**src/rtl/osc_mix_scheduler.sv**
```systemverilog
// osc_mix_scheduler
// Sample-rate scheduler and mixer for the oscillator bank.
// A fractional accumulator derives a sample tick from the system clock. On each
// tick the enabled channels are polled one at a time over ready/valid. Each
// sample is scaled by its unsigned Q0.8 gain through one shared multiplier and
// added into a saturating sum. The mixed sample is then offered on a
// ready/valid output.
//
// Ports
//   clk_i        system clock
//   reset_ni     synchronous active-low reset
//   en_i         per-channel enable, latched at the tick
//   gain_i       per-channel Q0.8 gain, channel k at [8k+7:8k], latched at the tick
//   osc_data_i   oscillator samples, channel k at [width_p*k +: width_p]
//   osc_valid_i  oscillator sample valid
//   osc_ready_o  one-hot request to the channel being polled
//   data_o       mixed, saturated sample
//   valid_o      data_o valid
//   ready_i      sink accepts data_o
//   busy_o       scheduler is not idle
//   overrun_o    one-cycle pulse: a tick arrived while busy and was dropped
//   timeout_o    one-cycle pulse: a channel poll was abandoned
module osc_mix_scheduler #(
  parameter int width_p       = 16,
  parameter int num_ch_p      = 4,
  parameter int clk_freq_p    = 17000000,
  parameter int sample_rate_p = 44100,
  parameter int timeout_p     = 16
) (
  input  logic                          clk_i,
  input  logic                          reset_ni,
  input  logic [num_ch_p-1:0]           en_i,
  input  logic [8*num_ch_p-1:0]         gain_i,
  input  logic [width_p*num_ch_p-1:0]   osc_data_i,
  input  logic [num_ch_p-1:0]           osc_valid_i,
  output logic [num_ch_p-1:0]           osc_ready_o,
  output logic [width_p-1:0]            data_o,
  output logic                          valid_o,
  input  logic                          ready_i,
  output logic                          busy_o,
  output logic                          overrun_o,
  output logic                          timeout_o
);

  localparam int acc_w_lp  = $clog2(clk_freq_p + sample_rate_p);
  localparam int ch_w_lp   = (num_ch_p > 1) ? $clog2(num_ch_p) : 1;
  localparam int tmr_w_lp  = $clog2(timeout_p + 1);
  localparam int sum_w_lp  = width_p + 4;
  localparam int prod_w_lp = width_p + 9;

  localparam logic [acc_w_lp-1:0] rate_lp     = acc_w_lp'(sample_rate_p);
  localparam logic [acc_w_lp-1:0] clk_lp      = acc_w_lp'(clk_freq_p);
  localparam logic [tmr_w_lp-1:0] tmr_last_lp = tmr_w_lp'(timeout_p - 1);

  typedef enum logic [2:0] {
    ST_IDLE = 3'd0,
    ST_REQ  = 3'd1,
    ST_MUL  = 3'd2,
    ST_ACC  = 3'd3,
    ST_NEXT = 3'd4,
    ST_OUT  = 3'd5
  } state_t;

  // Lowest enabled channel with index >= start; MSB of the result is "found".
  function automatic logic [ch_w_lp:0] find_ch(input logic [num_ch_p-1:0] en,
                                                input int start);
    logic                found;
    logic [ch_w_lp-1:0]  idx;
    found = 1'b0;
    idx   = {ch_w_lp{1'b0}};
    // Scan downward so the lowest qualifying channel is the last one written.
    for (int i = num_ch_p - 1; i >= 0; i--) begin
      found = (en[i] && (i >= start)) ? 1'b1 : found;
      idx   = (en[i] && (i >= start)) ? ch_w_lp'(i) : idx;
    end
    return {found, idx};
  endfunction

  // Clamp the wide accumulator to the signed output range.
  function automatic logic [width_p-1:0] sat(input logic [sum_w_lp-1:0] s);
    logic [width_p-1:0] r;
    if ($signed(s) > $signed({{5{1'b0}}, {(width_p-1){1'b1}}})) begin
      r = {1'b0, {(width_p-1){1'b1}}};
    end else if ($signed(s) < $signed({{5{1'b1}}, {(width_p-1){1'b0}}})) begin
      r = {1'b1, {(width_p-1){1'b0}}};
    end else begin
      r = s[width_p-1:0];
    end
    return r;
  endfunction

  state_t                   state_r, state_s;
  logic [acc_w_lp-1:0]      acc_r, acc_s, acc_sum_s;
  logic                     tick_s;
  logic [num_ch_p-1:0]      en_r, en_s;
  logic [8*num_ch_p-1:0]    gain_r, gain_s;
  logic [ch_w_lp-1:0]       k_r, k_s;
  logic [ch_w_lp:0]         find_s;
  logic [tmr_w_lp-1:0]      tmr_r, tmr_s;
  logic [width_p-1:0]       cap_r, cap_s;
  logic [prod_w_lp-1:0]     prod_full_s;
  logic signed [prod_w_lp-1:0] prod_r, prod_s;
  logic [sum_w_lp-1:0]      sum_r, sum_s;
  logic                     timeout_s, overrun_s;
  logic [num_ch_p-1:0]      ready_s;
  logic [width_p-1:0]       data_s;
  logic                     valid_s, busy_s;

  logic [num_ch_p-1:0]      osc_ready_r;
  logic [width_p-1:0]       data_r;
  logic                     valid_r, busy_r, overrun_r, timeout_r;

  // Fractional tick generator: accumulate the sample rate, wrap at the clock rate.
  always_comb begin
    acc_sum_s = acc_r + rate_lp;
    tick_s    = 1'b0;
    acc_s     = acc_sum_s;
    if (acc_sum_s >= clk_lp) begin
      tick_s = 1'b1;
      acc_s  = acc_sum_s - clk_lp;
    end else begin
      tick_s = 1'b0;
      acc_s  = acc_sum_s;
    end
  end

  // Scheduler next-state and datapath.
  always_comb begin
    state_s     = state_r;
    en_s        = en_r;
    gain_s      = gain_r;
    k_s         = k_r;
    tmr_s       = tmr_r;
    cap_s       = cap_r;
    prod_s      = prod_r;
    sum_s       = sum_r;
    timeout_s   = 1'b0;
    find_s      = {(ch_w_lp+1){1'b0}};
    prod_full_s = {prod_w_lp{1'b0}};
    // A tick that finds us busy (including the OUT->IDLE cycle) is dropped.
    overrun_s   = tick_s && (state_r != ST_IDLE);
    case (state_r)
      ST_IDLE: begin
        if (tick_s) begin
          en_s   = en_i;
          gain_s = gain_i;
          sum_s  = {sum_w_lp{1'b0}};
          find_s = find_ch(en_i, 0);
          if (find_s[ch_w_lp]) begin
            k_s     = find_s[ch_w_lp-1:0];
            tmr_s   = {tmr_w_lp{1'b0}};
            state_s = ST_REQ;
          end else begin
            k_s     = {ch_w_lp{1'b0}};
            state_s = ST_OUT;
          end
        end else begin
          state_s = ST_IDLE;
        end
      end
      ST_REQ: begin
        if (osc_valid_i[k_r]) begin
          cap_s   = osc_data_i[int'(k_r)*width_p +: width_p];
          state_s = ST_MUL;
        end else if (tmr_r == tmr_last_lp) begin
          timeout_s = 1'b1;
          state_s   = ST_NEXT;
        end else begin
          tmr_s = tmr_r + tmr_w_lp'(1);
        end
      end
      ST_MUL: begin
        // Low prod_w bits of the product are the same for signed and unsigned
        // operands, so sign-extend the sample and zero-extend the gain.
        prod_full_s = {{9{cap_r[width_p-1]}}, cap_r}
                    * {{(width_p+1){1'b0}}, gain_r[{k_r, 3'b000} +: 8]};
        prod_s      = $signed(prod_full_s) >>> 4'd8;
        state_s     = ST_ACC;
      end
      ST_ACC: begin
        // The shifted product always fits in sum_w bits.
        sum_s   = sum_r + prod_r[sum_w_lp-1:0];
        state_s = ST_NEXT;
      end
      ST_NEXT: begin
        find_s = find_ch(en_r, int'(k_r) + 1);
        if (find_s[ch_w_lp]) begin
          k_s     = find_s[ch_w_lp-1:0];
          tmr_s   = {tmr_w_lp{1'b0}};
          state_s = ST_REQ;
        end else begin
          state_s = ST_OUT;
        end
      end
      ST_OUT: begin
        if (ready_i) begin
          state_s = ST_IDLE;
        end else begin
          state_s = ST_OUT;
        end
      end
      default: begin
        state_s = ST_IDLE;
      end
    endcase
  end

  // Output values derived from the next state so the registered outputs line up with it.
  always_comb begin
    ready_s = {num_ch_p{1'b0}};
    data_s  = {width_p{1'b0}};
    valid_s = 1'b0;
    busy_s  = (state_s != ST_IDLE);
    if (state_s == ST_REQ) begin
      ready_s = num_ch_p'(1'b1) << k_s;
    end else begin
      ready_s = {num_ch_p{1'b0}};
    end
    if (state_s == ST_OUT) begin
      data_s  = sat(sum_s);
      valid_s = 1'b1;
    end else begin
      data_s  = {width_p{1'b0}};
      valid_s = 1'b0;
    end
  end

  // State, datapath and output registers with synchronous reset.
  always_ff @(posedge clk_i) begin
    if (!reset_ni) begin
      state_r     <= ST_IDLE;
      acc_r       <= {acc_w_lp{1'b0}};
      en_r        <= {num_ch_p{1'b0}};
      gain_r      <= {(8*num_ch_p){1'b0}};
      k_r         <= {ch_w_lp{1'b0}};
      tmr_r       <= {tmr_w_lp{1'b0}};
      cap_r       <= {width_p{1'b0}};
      prod_r      <= {prod_w_lp{1'b0}};
      sum_r       <= {sum_w_lp{1'b0}};
      osc_ready_r <= {num_ch_p{1'b0}};
      data_r      <= {width_p{1'b0}};
      valid_r     <= 1'b0;
      busy_r      <= 1'b0;
      overrun_r   <= 1'b0;
      timeout_r   <= 1'b0;
    end else begin
      state_r     <= state_s;
      acc_r       <= acc_s;
      en_r        <= en_s;
      gain_r      <= gain_s;
      k_r         <= k_s;
      tmr_r       <= tmr_s;
      cap_r       <= cap_s;
      prod_r      <= prod_s;
      sum_r       <= sum_s;
      osc_ready_r <= ready_s;
      data_r      <= data_s;
      valid_r     <= valid_s;
      busy_r      <= busy_s;
      overrun_r   <= overrun_s;
      timeout_r   <= timeout_s;
    end
  end

  assign osc_ready_o = osc_ready_r;
  assign data_o      = data_r;
  assign valid_o     = valid_r;
  assign busy_o      = busy_r;
  assign overrun_o   = overrun_r;
  assign timeout_o   = timeout_r;

endmodule
```
**config.mk**
```make
export PLATFORM = sky130hd
export DESIGN_NAME = osc_mix_scheduler
export DESIGN_NICKNAME = d
export VERILOG_FILES = /design/src/rtl/osc_mix_scheduler.sv
export SDC_FILE = /design/constraint.sdc
export NUM_CORES = 1
export LEC_CHECK = 0
export BUFFER_PORTS_ARGS = -buffer_cell sky130_fd_sc_hd__buf_2
export CAP_MARGIN = 20
export CORE_MARGIN = 1.5
export CORE_UTILIZATION = 45
export CTS_CLUSTER_DIAMETER = 30
export DETAILED_ROUTE_END_ITERATION = 16
export PLACE_DENSITY = 0.61
export SLEW_MARGIN = 20
export SYNTH_ARGS = -nofsm -noshare
export SYNTH_HDL_FRONTEND = slang
export SYNTH_SLANG_ARGS = --single-unit
```
**constraint.sdc**
```tcl
create_clock -name clk_i -period 10.7 [get_ports clk_i]
set_clock_uncertainty 0.2 [all_clocks]
set_input_delay 1.605 -clock clk_i [delete_from_list [all_inputs] [get_ports clk_i]]
set_output_delay 1.605 -clock clk_i [all_outputs]
set_load 0.05 [all_outputs]
```
==> out/results.tsv, run 1 <==
stage	metric	value	unit
setup_path	cp.arrival	6860	ps
timing	whs	253.2	ps
detailed_routing	drc	0	
setup_path	cpMostUsedCell	fa_1	
timing	max_freq	0.1487	GHz
synthesis	ys_seq_area_share	23.92	%
power	intPower	904.0	µW
setup_path	crit_required	10840	ps
setup_path	rrSetupSlack	3980	ps
power	seq_power_share	44.5	%
synthesis	synth_top_family_by_area	adder cells	
final_layout	instances_no_fill	1860	
power	power_density	92.86	mW/mm²
die	rows	59	
setup_path	cp-end-kind	flop	
power	switching_share	28.23	%
die	die-area	0.02796	mm²
die	num_io_pins	131	
placement	hpwl	22.77	mm
placement	portBuffers	130	
power	p_leak	5.964	nW
power	clockPowerShare	46.7	%
placement	place_congestion	0.8335	
synthesis	avgSynthCellArea	8.505	µm²
timing	setup_viol	0	
global_route	grt_max_degree	70	
synthesis	synth_cell_types	84	
timing	period_share	62.84	%
placement	dp_slack	3197	ps
setup_path	critPathMaxFanout	31	
power	power.switching	355.6	µW
final_layout	final_nets	1791	
synthesis	synth_nets	1707	
synthesis	yosys.area_share.simple	20.34	%
timing	rsz0062_at_grt	no	
detailed_routing	first_iter_violations	525	
detailed_routing	ant_nets	0	
job	drv_cap	0	
final_layout	layout_commonest_cell	nand2_1	
timing	period_needed	6724	ps
synthesis	synth-main-ff-cell	dfxtp_1	
power	ir_worst_vdd	0.00007906	V
die	start_util	46.18	%
synthesis	synth_xor_area_share	4.175	%
detailed_routing	drt-vias-per-instance	5.395	
final_layout	finish.utilization	51.61	%
cts	cts_root_buffer	clkbuf_16	
setup_path	slowest_delay	730	ps
final_layout	register_area	0.002908	mm²
die	die_w	167.2	µm
setup_path	worst_setup_path_start_kind	flop	
timing	worst_pin_slew	863.6	ps
global_route	grt_overflow	0	
cts	clock_sinks	145	
final_layout	layout-area-overhead-vs-synth	11.76	%
cts	cts_setup_buffers	0	
timing	slew_viol_final	0	
die	dieHeight	167.2	µm
worst_hold_path	hp-class	flop to flop	
cts	clock_path_buffers	2	
global_route	grtUsageTotal	22.53	%
cts	postCtsHoldBufs	0	
final_layout	fillCellCount	2564	
global_route	antenna_found_initial	2	
cts	clk_pin_slew	70	ps
worst_hold_path	hp-start	gain_r[31]	
detailed_routing	detail_route.wl_per_cell	16.14	µm
synthesis	synth-edff-count	0	
setup_path	r2r_start	k_r[0]	
detailed_routing	routed_wl	30.02	mm
synthesis	async_flop_share	0	%
setup_path	crit_type	flop to flop	
cts	htreeDepth	4	
cts	clk_latency	440	ps
die	core_area	0.02628	mm²
setup_path	worstPathCellList	mux2_2 -> nor2_1 -> a21oi_2 -> nand2_1 -> fa_1 -> fa_1 -> fa_1 -> fa_1 -> inv_1 -> ha_1 -> nand2_1 -> nor4_1 -> a311oi_1 -> a211o_1 -> nand2_1 -> a21o_1 -> a21oi_1 -> nor2b_1 -> or3_1 -> a31oi_1	
synthesis	yosysWarnings	0	
synthesis	postSynthCellCount	1427	
global_route	grt_pass1_wl	50.47	mm
synthesis	synthAdderAreaFrac	24.14	%
synthesis	synth_compound_area_share	15.52	%
cts	numCtsBuffers	17	
detailed_routing	dr.pass1.iters	5	
synthesis	ys_ff_latch	145	
timing	fin_tns_setup	0	ps
timing	hold_violations	0	
global_route	grt_pass1_vias	10070	
final_layout	drive_above_1_share	14.63	%
timing	maxSlewHeadroom	42.42	%
setup_path	reg2reg_to	prod_r[9]	
placement	placedCellCount	1826	
setup_path	cpMaxStageDelayCell	dfxtp_4	
cts	cts_resized	0	
synthesis	synthMuxAreaShare	4.876	%
synthesis	syn-cell-area	0.01214	mm²
worst_hold_path	min_to	gain_r[31]	
cts	cts_tree	done	
final_layout	multi_input_area	0.008404	mm²
setup_path	worstRegToRegCells	20	
timing	setup_ws	3976	ps
final_layout	final_cell_mix	nand2_1, inv_1, dfxtp_1, buf_2, a21oi_1	
power	combPwrFrac	8.8	%
worst_hold_path	hold-path-cell-count	2	
status	status	finished clean	
detailed_routing	vias	10030	
registers in the layout, summed over array words and instances (netlist names), 4 cells and up:
register and count:
acc_r 23, osc_ready_o 4, prod_r 17, sum_r 20, tmr_r 5, cap_r 16
data_o 16, gain_r 32
worst max-delay path, delay by kind of cell, from the launching register on:
| kind | cells | cell delay [ps] |
|---|---|---|
| AO/OA/AOI/OAI | 6 | 2100 |
| adder cells (fa/ha/maj) | 5 | 2320 |
| buffers and inverters | 1 | 40 |
| flip-flops | 1 | 730 |
| multiplexers | 1 | 290 |
| AND/OR/NAND/NOR | 7 | 920 |
stage by stage:
stage                     power, mW  instance area [µm²]
after detailed placement     0.6823                12950
after CTS                     1.269                13520
final                         1.260                13560
after global placement       0.6810                12950
after global routing          1.305                13560
after floorplan              0.6441                12140
cell usage after synthesis, drive strengths merged, types with 16 or more instances:
cell,count,area [µm²]
nor3,28,145.1
buf,18,102.6
dfxtp,145,2903
and2,87,544.3
nand2,217,817.0
xnor2,41,359.1
ha,71,888.4
mux4,24,540.5
xor2,16,147.7
nor2,94,360.3
and3,17,111.4
a21oi,128,640.6
clkbuf,50,187.7
inv,150,563.0
a31oi,21,131.4
nand3,24,125.1
o21ai,39,198.9
fa,102,2042
cell families after synthesis:
| logic type | after synthesis |
|---|---|
| AO/OA/AOI/OAI | 284 |
| XOR/XNOR | 57 |
| adder cells (fa/ha/maj) | 173 |
| buffers and inverters | 218 |
| flip-flops | 145 |
| multiplexers | 29 |
| AND/OR/NAND/NOR | 521 |
worst max path at each step:
stage	slack (ps)	startpoint	end
2_1_floorplan	4590	k_r[1]	prod_r[9]
3_3_place_gp	3370	k_r[0]	prod_r[9]
3_5_place_dp	3200	k_r[0]	prod_r[9]
4_1_cts	3170	k_r[0]	prod_r[9]
5_1_grt	3490	k_r[0]	prod_r[9]
6_report	3980	k_r[0]	prod_r[9]
routing by layer:
layer  up-vias  track usage [%]  part of all wire (%)
li1       4947                -                     -
met1      4899            29.41                    46
met2       159            39.75                    49
met3        27            3.073                   3.3
met4         2            4.935                   1.1
met5         -                0                 0.023
area by class of cell:
| class | instances | share of cell area [%] |
|---|---|---|
| multi-input cells | 1064 | 61.96 |
| flip-flops and latches | 145 | 21.44 |
| repair buffers | 133 | 5.110 |
| inverters | 150 | 4.160 |
| clock buffers | 17 | 3.136 |
| well taps | 335 | 3.090 |
| clock inverters | 15 | 1.088 |
| diodes | 1 | 0.01845 |
power by group through the flow:
stage / Combinational, mW / Sequential (mW) / Clock, mW
floorplan: 0.0782 / 0.566 / 0
global placement: 0.108 / 0.573 / 0
detailed placement: 0.109 / 0.573 / 0
CTS: 0.110 / 0.561 / 0.598
global route: 0.121 / 0.562 / 0.622
finish: 0.110 / 0.561 / 0.588
(Power assumes the default switching activity.)
==> run 2: changes to the inputs <==
--- a/config.mk
+++ b/config.mk
@@ -11,7 +11,7 @@
 export CORE_UTILIZATION = 45
 export CTS_CLUSTER_DIAMETER = 30
 export DETAILED_ROUTE_END_ITERATION = 16
-export PLACE_DENSITY = 0.61
+export PLACE_DENSITY = 0.63
 export SLEW_MARGIN = 20
 export SYNTH_ARGS = -nofsm -noshare
 export SYNTH_HDL_FRONTEND = slang
==> constraint.sdc (replaced) <==
create_clock -name clk_i -period 5.7 [get_ports clk_i]
set_clock_uncertainty 0.2 [all_clocks]
set_input_delay 0.855 -clock clk_i [delete_from_list [all_inputs] [get_ports clk_i]]
set_output_delay 0.855 -clock clk_i [all_outputs]
set_load 0.05 [all_outputs]
==> run 2 against run 1 <==
Global-route usage shrank 0.30 points; first-iteration DRC count grew 6.3%; final cell count grew 2.0%; non-clock buffer count grew 38; power grew 93%; maximum frequency grew 22%; design area grew 3.4%; combinational power grew 88%; via count grew 1.7%; routed wire length grew 1.4%; sequential power grew 87%; largest power group unchanged.
==> out/results.tsv, run 2 (same netlist as run 1, synthesis figures left out) <==
stage	metric	value	unit	change
setup_path	r2r_start	k_r[0]		
timing	setup_viol	0		unchanged
worst_hold_path	hp-class	flop to flop		
final_layout	register_area	0.002908	mm²	unchanged
final_layout	final_nets	1830		+2.2%
die	core_area	0.02628	mm²	unchanged
setup_path	worst_setup_path_start_kind	flop		
placement	dp_slack	-29.63	ps	-3227 ps
timing	worst_pin_slew	849.6	ps	-14.08 ps
setup_path	cp-endpoint	prod_r[15]		
setup_path	worstPathCellList	buf_6 -> mux4_2 -> nand2_1 -> inv_1 -> fa_2 -> buf_4 -> fa_1 -> inv_1 -> fa_1 -> inv_1 -> fa_1 -> ha_1 -> or3_1 -> a211o_1 -> nand2_2 -> buf_4 -> o211ai_1 -> o31ai_1		
detailed_routing	drt-vias-per-instance	5.377		-0.33%
setup_path	path_buf_inv	6		+5
detailed_routing	ant_nets	0		unchanged
cts	numCtsBuffers	17		unchanged
final_layout	fillCellCount	2443		-4.7%
timing	fin_tns_setup	0	ps	unchanged
placement	place_congestion	0.8719		+4.6%
status	status	finished clean		
final_layout	largest_register_ffs	32		unchanged
setup_path	cp.arrival	5660	ps	-1200 ps
die	dieHeight	167.2	µm	unchanged
power	power_density	173.6	mW/mm²	+87%
final_layout	finish.utilization	53.39	%	+1.8 points
setup_path	path_delay_family	adder cells		
timing	period_needed	5521	ps	-1203 ps
detailed_routing	routed_wl	30.44	mm	+1.4%
global_route	grt_pass1_wl	50.38	mm	-0.18%
final_layout	drive_above_1_share	18.36	%	+3.7 points
setup_path	rrSetupSlack	180	ps	-3800 ps
die	start_util	46.18	%	unchanged
timing	rsz0062_at_grt	yes		
global_route	antenna_found_initial	0		-2
cts	cts_tree	done		
placement	placedCellCount	1858		+1.8%
global_route	grt_pass1_vias	10040		-0.26%
detailed_routing	detail_route.wl_per_cell	16.04	µm	-0.64%
setup_path	cp-end-kind	flop		
final_layout	largest_register	gain_r		
timing	max_freq	0.1811	GHz	+22%
final_layout	diodes	0		-1
cts	cts_root_buffer	clkbuf_16		
final_layout	final_cell_mix	nand2_1, inv_1, dfxtp_1, buf_2, a21oi_1		
power	ir_worst_vdd	0.0001459	V	+85%
die	rows	59		unchanged
final_layout	multi_input_area	0.008547	mm²	+1.7%
timing	maxSlewHeadroom	42.62	%	+0.20 points
timing	slew_viol_final	0		unchanged
placement	hpwl	23.21	mm	+1.9%
final_layout	instances_no_fill	1898		+2.0%
timing	period_share	96.85	%	+34 points
setup_path	cp_num_cells	18		-10%
final_layout	layout_commonest_cell	nand2_1		
setup_path	crit_type	flop to flop		
timing	whs	255.1	ps	+1.867 ps
setup_path	critPathMaxFanout	7		-77%
placement	portBuffers	130		unchanged
detailed_routing	dr.pass1.iters	5		unchanged
detailed_routing	drc	0		unchanged
cts	clock_sinks	145		unchanged
timing	setup_ws	179.4	ps	-3797 ps
setup_path	startpoint	k_r[0]		
cts	clk_latency	430	ps	about the same
global_route	grt_max_degree	67		-4.3%
power	p_leak	6.193	nW	+3.8%
global_route	grtUsageTotal	22.23	%	-0.30 points
cts	htreeDepth	4		unchanged
setup_path	worstRegToRegCells	18		-10%
die	die_w	167.2	µm	unchanged
final_layout	reg_top3	gain_r: 32 flops, acc_r: 23 flops, sum_r: 20 flops		
detailed_routing	first_iter_violations	558		+6.3%
setup_path	reg2reg_to	prod_r[15]		
detailed_routing	vias	10210		+1.7%
die	num_io_pins	131		unchanged
cts	clock_path_buffers	2		unchanged
setup_path	cpMaxStageDelayCell	mux4_2		
timing	hold_violations	0		unchanged
setup_path	crit_required	5840	ps	-5000 ps
die	die-area	0.02796	mm²	unchanged
setup_path	slowest_delay	630	ps	-100 ps
final_layout	layout-area-overhead-vs-synth	15.60	%	
job	drv_cap	0		unchanged
cts	clk_pin_slew	60	ps	about the same
global_route	grt_overflow	0		unchanged
[run 2: cell count changes in the layout (fill, tap and decap cells not counted), sizes merged]
cell,change
mux4,+1
buf,+38
clkbuf,+3
clkinv,-1
diode,-1
bufinv,+2
inv,-2
clkinvlp,-2
[run 2: where the power goes]
| part | total (mW) | internal (mW) | switching [mW] |
|---|---|---|---|
| Clock | 1.18 | 0.680 | 0.497 |
| Combinational | 0.207 | 0.0920 | 0.115 |
| Sequential | 1.05 | 1.03 | 0.0256 |
| Total | 2.44 | 1.80 | 0.638 |
[run 2: worst min-delay path by stage]
stage	cells past startpoint	to	slack [ps]	start
detailed placement	2	tmr_r[4]	250	tmr_r[4]
global placement	2	tmr_r[4]	240	tmr_r[4]
global route	2	tmr_r[4]	260	tmr_r[4]
finish	2	gain_r[10]	260	gain_r[10]
floorplan	2	tmr_r[4]	230	tmr_r[4]
CTS	2	gain_r[10]	260	gain_r[10]
[run 2: what timing repair did]
action / 4_1_cts / 5_1_grt
endpoints found under the setup margin: 4 / 10
resized for setup: 2 / 37
hold buffers: 0 / 0
pin swaps: 2 / 32
gates cloned: 0 / 1
buffers inserted: 1 / 6
[run 2: per-stage QoR]
step / area, µm² / total power [mW]
floorplan: 12150 / 1.209
global placement: 13210 / 1.276
detailed placement: 13210 / 1.280
CTS: 13820 / 2.454
global route: 14030 / 2.535
finish: 14030 / 2.436
[run 2: layout make-up]
type	instances	area share, %
multi-input cells	1065	60.92
flip-flops and latches	145	20.73
repair buffers	171	7.036
inverters	150	4.022
clock buffers	20	3.255
well taps	335	2.988
clock inverters	12	1.052
[run 2: per-layer routing]
metal,routed length (µm),vias up,global-route usage (%)
li1,-,5022,-
met5,0,-,0
met3,1212,31,3.167
met2,14550,182,38.26
met4,476,0,5.210
met1,14200,4970,29.61
[run 2: worst reg2reg max path, cell delays in order, from the launching register on]
cell	delay (ps)
dfxtp_4	400
buf_6	120
mux4_2	630
nand2_1	170
inv_1	110
fa_2	530
buf_4	190
fa_1	530
inv_1	50
fa_1	480
inv_1	60
fa_1	480
ha_1	250
or3_1	390
a211o_1	340
nand2_2	120
buf_4	120
o211ai_1	80
o31ai_1	210
==> run 3: changes to the inputs <==
--- a/config.mk
+++ b/config.mk
@@ -11,7 +11,8 @@
 export CORE_UTILIZATION = 45
 export CTS_CLUSTER_DIAMETER = 30
 export DETAILED_ROUTE_END_ITERATION = 16
-export PLACE_DENSITY = 0.63
+export MAX_ROUTING_LAYER = met4
+export PLACE_DENSITY = 0.61
 export SLEW_MARGIN = 20
 export SYNTH_ARGS = -nofsm -noshare
 export SYNTH_HDL_FRONTEND = slang
==> constraint.sdc (replaced) <==
create_clock -name clk_i -period 6.9 [get_ports clk_i]
set_clock_uncertainty 0.2 [all_clocks]
set_input_delay 1.035 -clock clk_i [delete_from_list [all_inputs] [get_ports clk_i]]
set_output_delay 1.035 -clock clk_i [all_outputs]
set_load 0.05 [all_outputs]
==> run 3 against run 2 <==
Global-route usage is 1.3 points higher; first-iteration DRC count is 7.5% higher; clock power is 18% lower; critical path type unchanged; sequential share of layout area is 0.61 points higher; maximum frequency is 11% lower.
==> out/results.tsv, run 3 (same netlist as run 1, synthesis figures left out) <==
stage	metric	value	unit	change
worst_hold_path	hold-path-cell-count	2		unchanged
final_layout	layout-area-overhead-vs-synth	12.21	%	
detailed_routing	ant_nets	0		unchanged
die	start_util	46.18	%	unchanged
status	status	finished clean		
die	die_w	167.2	µm	unchanged
timing	rsz0062_at_grt	no		
setup_path	slowest_delay	700	ps	+70 ps
final_layout	reg_top3	gain_r: 32 flops, acc_r: 23 flops, sum_r: 20 flops		
die	num_io_pins	131		unchanged
timing	period_needed	6201	ps	+680.4 ps
setup_path	worst_setup_path_start_kind	flop		
final_layout	postLayoutCellArea	0.01362	mm²	-2.9%
global_route	antenna_found_initial	2		+2
detailed_routing	drt-vias-per-instance	5.391		+0.27%
setup_path	cp-end-kind	flop		
global_route	grt_pass1_vias	9890		-1.5%
cts	clk_pin_slew	70	ps	about the same
setup_path	rrSetupSlack	700	ps	+520 ps
timing	setup_ws	699.0	ps	+519.6 ps
placement	dp_slack	484.9	ps	+514.6 ps
power	ir_worst_vdd	0.0001553	V	+6.4%
final_layout	layout_commonest_cell	nand2_1		
setup_path	worstPathCellList	buf_4 -> mux4_2 -> nand2_1 -> fa_1 -> fa_1 -> fa_1 -> fa_1 -> inv_1 -> ha_1 -> nand2_1 -> nor4_1 -> a311oi_2 -> a211o_1 -> nand2_1 -> a21o_1 -> a21oi_1 -> nor2b_1 -> or3_1 -> a31oi_1		
final_layout	fillCellCount	2507		+2.6%
placement	placedCellCount	1832		-1.4%
cts	clk_latency	440	ps	about the same
placement	hpwl	23.78	mm	+2.5%
final_layout	final_nets	1796		-1.9%
setup_path	cp.arrival	6350	ps	+690 ps
final_layout	register_area	0.002905	mm²	about the same
detailed_routing	routed_wl	30.68	mm	+0.80%
placement	portBuffers	130		unchanged
die	rows	59		unchanged
power	p_leak	6.013	nW	-2.9%
die	dieHeight	167.2	µm	unchanged
timing	slew_viol_final	0		unchanged
detailed_routing	vias	10060		-1.4%
timing	maxSlewHeadroom	34.37	%	-8.3 points
global_route	grt_pass1_wl	51.06	mm	+1.4%
detailed_routing	drc	0		unchanged
detailed_routing	detail_route.wl_per_cell	16.44	µm	+2.5%
setup_path	critPathMaxFanout	15		+8
cts	cts_root_buffer	clkbuf_16		
detailed_routing	dr.pass1.iters	5		unchanged
job	drv_cap	0		unchanged
timing	max_freq	0.1613	GHz	-11%
final_layout	drive_above_1_share	14.85	%	-3.5 points
cts	htreeDepth	4		unchanged
cts	numCtsBuffers	17		unchanged
die	core_area	0.02628	mm²	unchanged
setup_path	crit_required	7050	ps	+1210 ps
cts	cts_tree	done		
global_route	grtUsageTotal	23.50	%	+1.3 points
timing	hold_violations	0		unchanged
cts	clock_path_buffers	2		unchanged
placement	place_area	0.01300	mm²	-1.6%
final_layout	multi_input_area	0.008404	mm²	-1.7%
final_layout	largest_register_ffs	32		unchanged
detailed_routing	first_iter_violations	600		+7.5%
setup_path	cpMaxStageDelayCell	mux4_2		
global_route	grt_overflow	0		unchanged
die	die-area	0.02796	mm²	unchanged
final_layout	final_cell_mix	nand2_1, inv_1, dfxtp_1, buf_2, a21oi_1		
cts	clock_sinks	145		unchanged
setup_path	cpMostUsedCell	fa_1		
setup_path	worstRegToRegCells	19		+1
timing	setup_viol	0		unchanged
timing	period_share	89.87	%	-7.0 points
global_route	grt_max_degree	89		+33%
timing	worst_pin_slew	984.5	ps	+134.9 ps
worst_hold_path	hp-class	flop to flop		
setup_path	crit_type	flop to flop		
final_layout	instances_no_fill	1866		-1.7%
timing	whs	255.0	ps	-0.1290 ps
placement	place_congestion	0.8782		+0.72%
final_layout	largest_register	gain_r		
power	power_density	147.8	mW/mm²	-15%
timing	fin_tns_setup	0	ps	unchanged
[run 3: area by class of cell]
type	count	area share, %
Antenna cell	2	0.03675
Clock buffer	17	3.124
Clock inverter	15	1.351
Inverter	150	4.144
Multi-Input combinational cell	1064	61.71
Sequential cell	145	21.33
Tap cell	335	3.078
Timing Repair Buffer	138	5.219
[run 3: worst max-delay path, delay by kind of cell, from the launching register on]
family / cells / cell delay, ps
fa+ha+maj: 5 / 2280
compound gates: 5 / 1300
simple gates: 6 / 850
mux: 1 / 700
flops: 1 / 500
buf+inv: 2 / 300
[run 3: where the power goes]
group          internal, mW  switching, mW
clock network         0.522          0.448
registers             0.848         0.0221
logic                0.0762         0.0957
total                  1.45          0.566
[run 3: path summary, 6_finish.rpt]
path / to / from
min reg2reg: gain_r[14] / gain_r[14]
max reg2reg: prod_r[9] / k_r[0]
min: gain_r[14] / gain_r[14]
max: prod_r[9] / k_r[0]
[run 3: layer usage]
| layer | track usage [%] | up-vias | part of all wire (%) |
|---|---|---|---|
| li1 | - | 4957 | - |
| met1 | 30.55 | 4875 | 47 |
| met2 | 39.35 | 205 | 48 |
| met3 | 2.954 | 23 | 3.6 |
| met4 | 5.092 | 0 | 1.1 |
| met5 | - | - | 0 |
[run 3: timing repair]
action | CTS | global route
buffers inserted | 0 | 0
hold buffers | 0 | 0
setup endpoints to repair | 0 | 1
resized for setup | 0 | 1
hold endpoints to repair | 0 | 0
[run 3: metrics by stage]
step | util (%) | total power [mW]
floorplan | - | 0.9988
global placement | 49.45 | 1.056
detailed placement | 49.45 | 1.058
CTS | 51.77 | 2.029
global route | 51.82 | 2.089
finish | 51.82 | 2.012
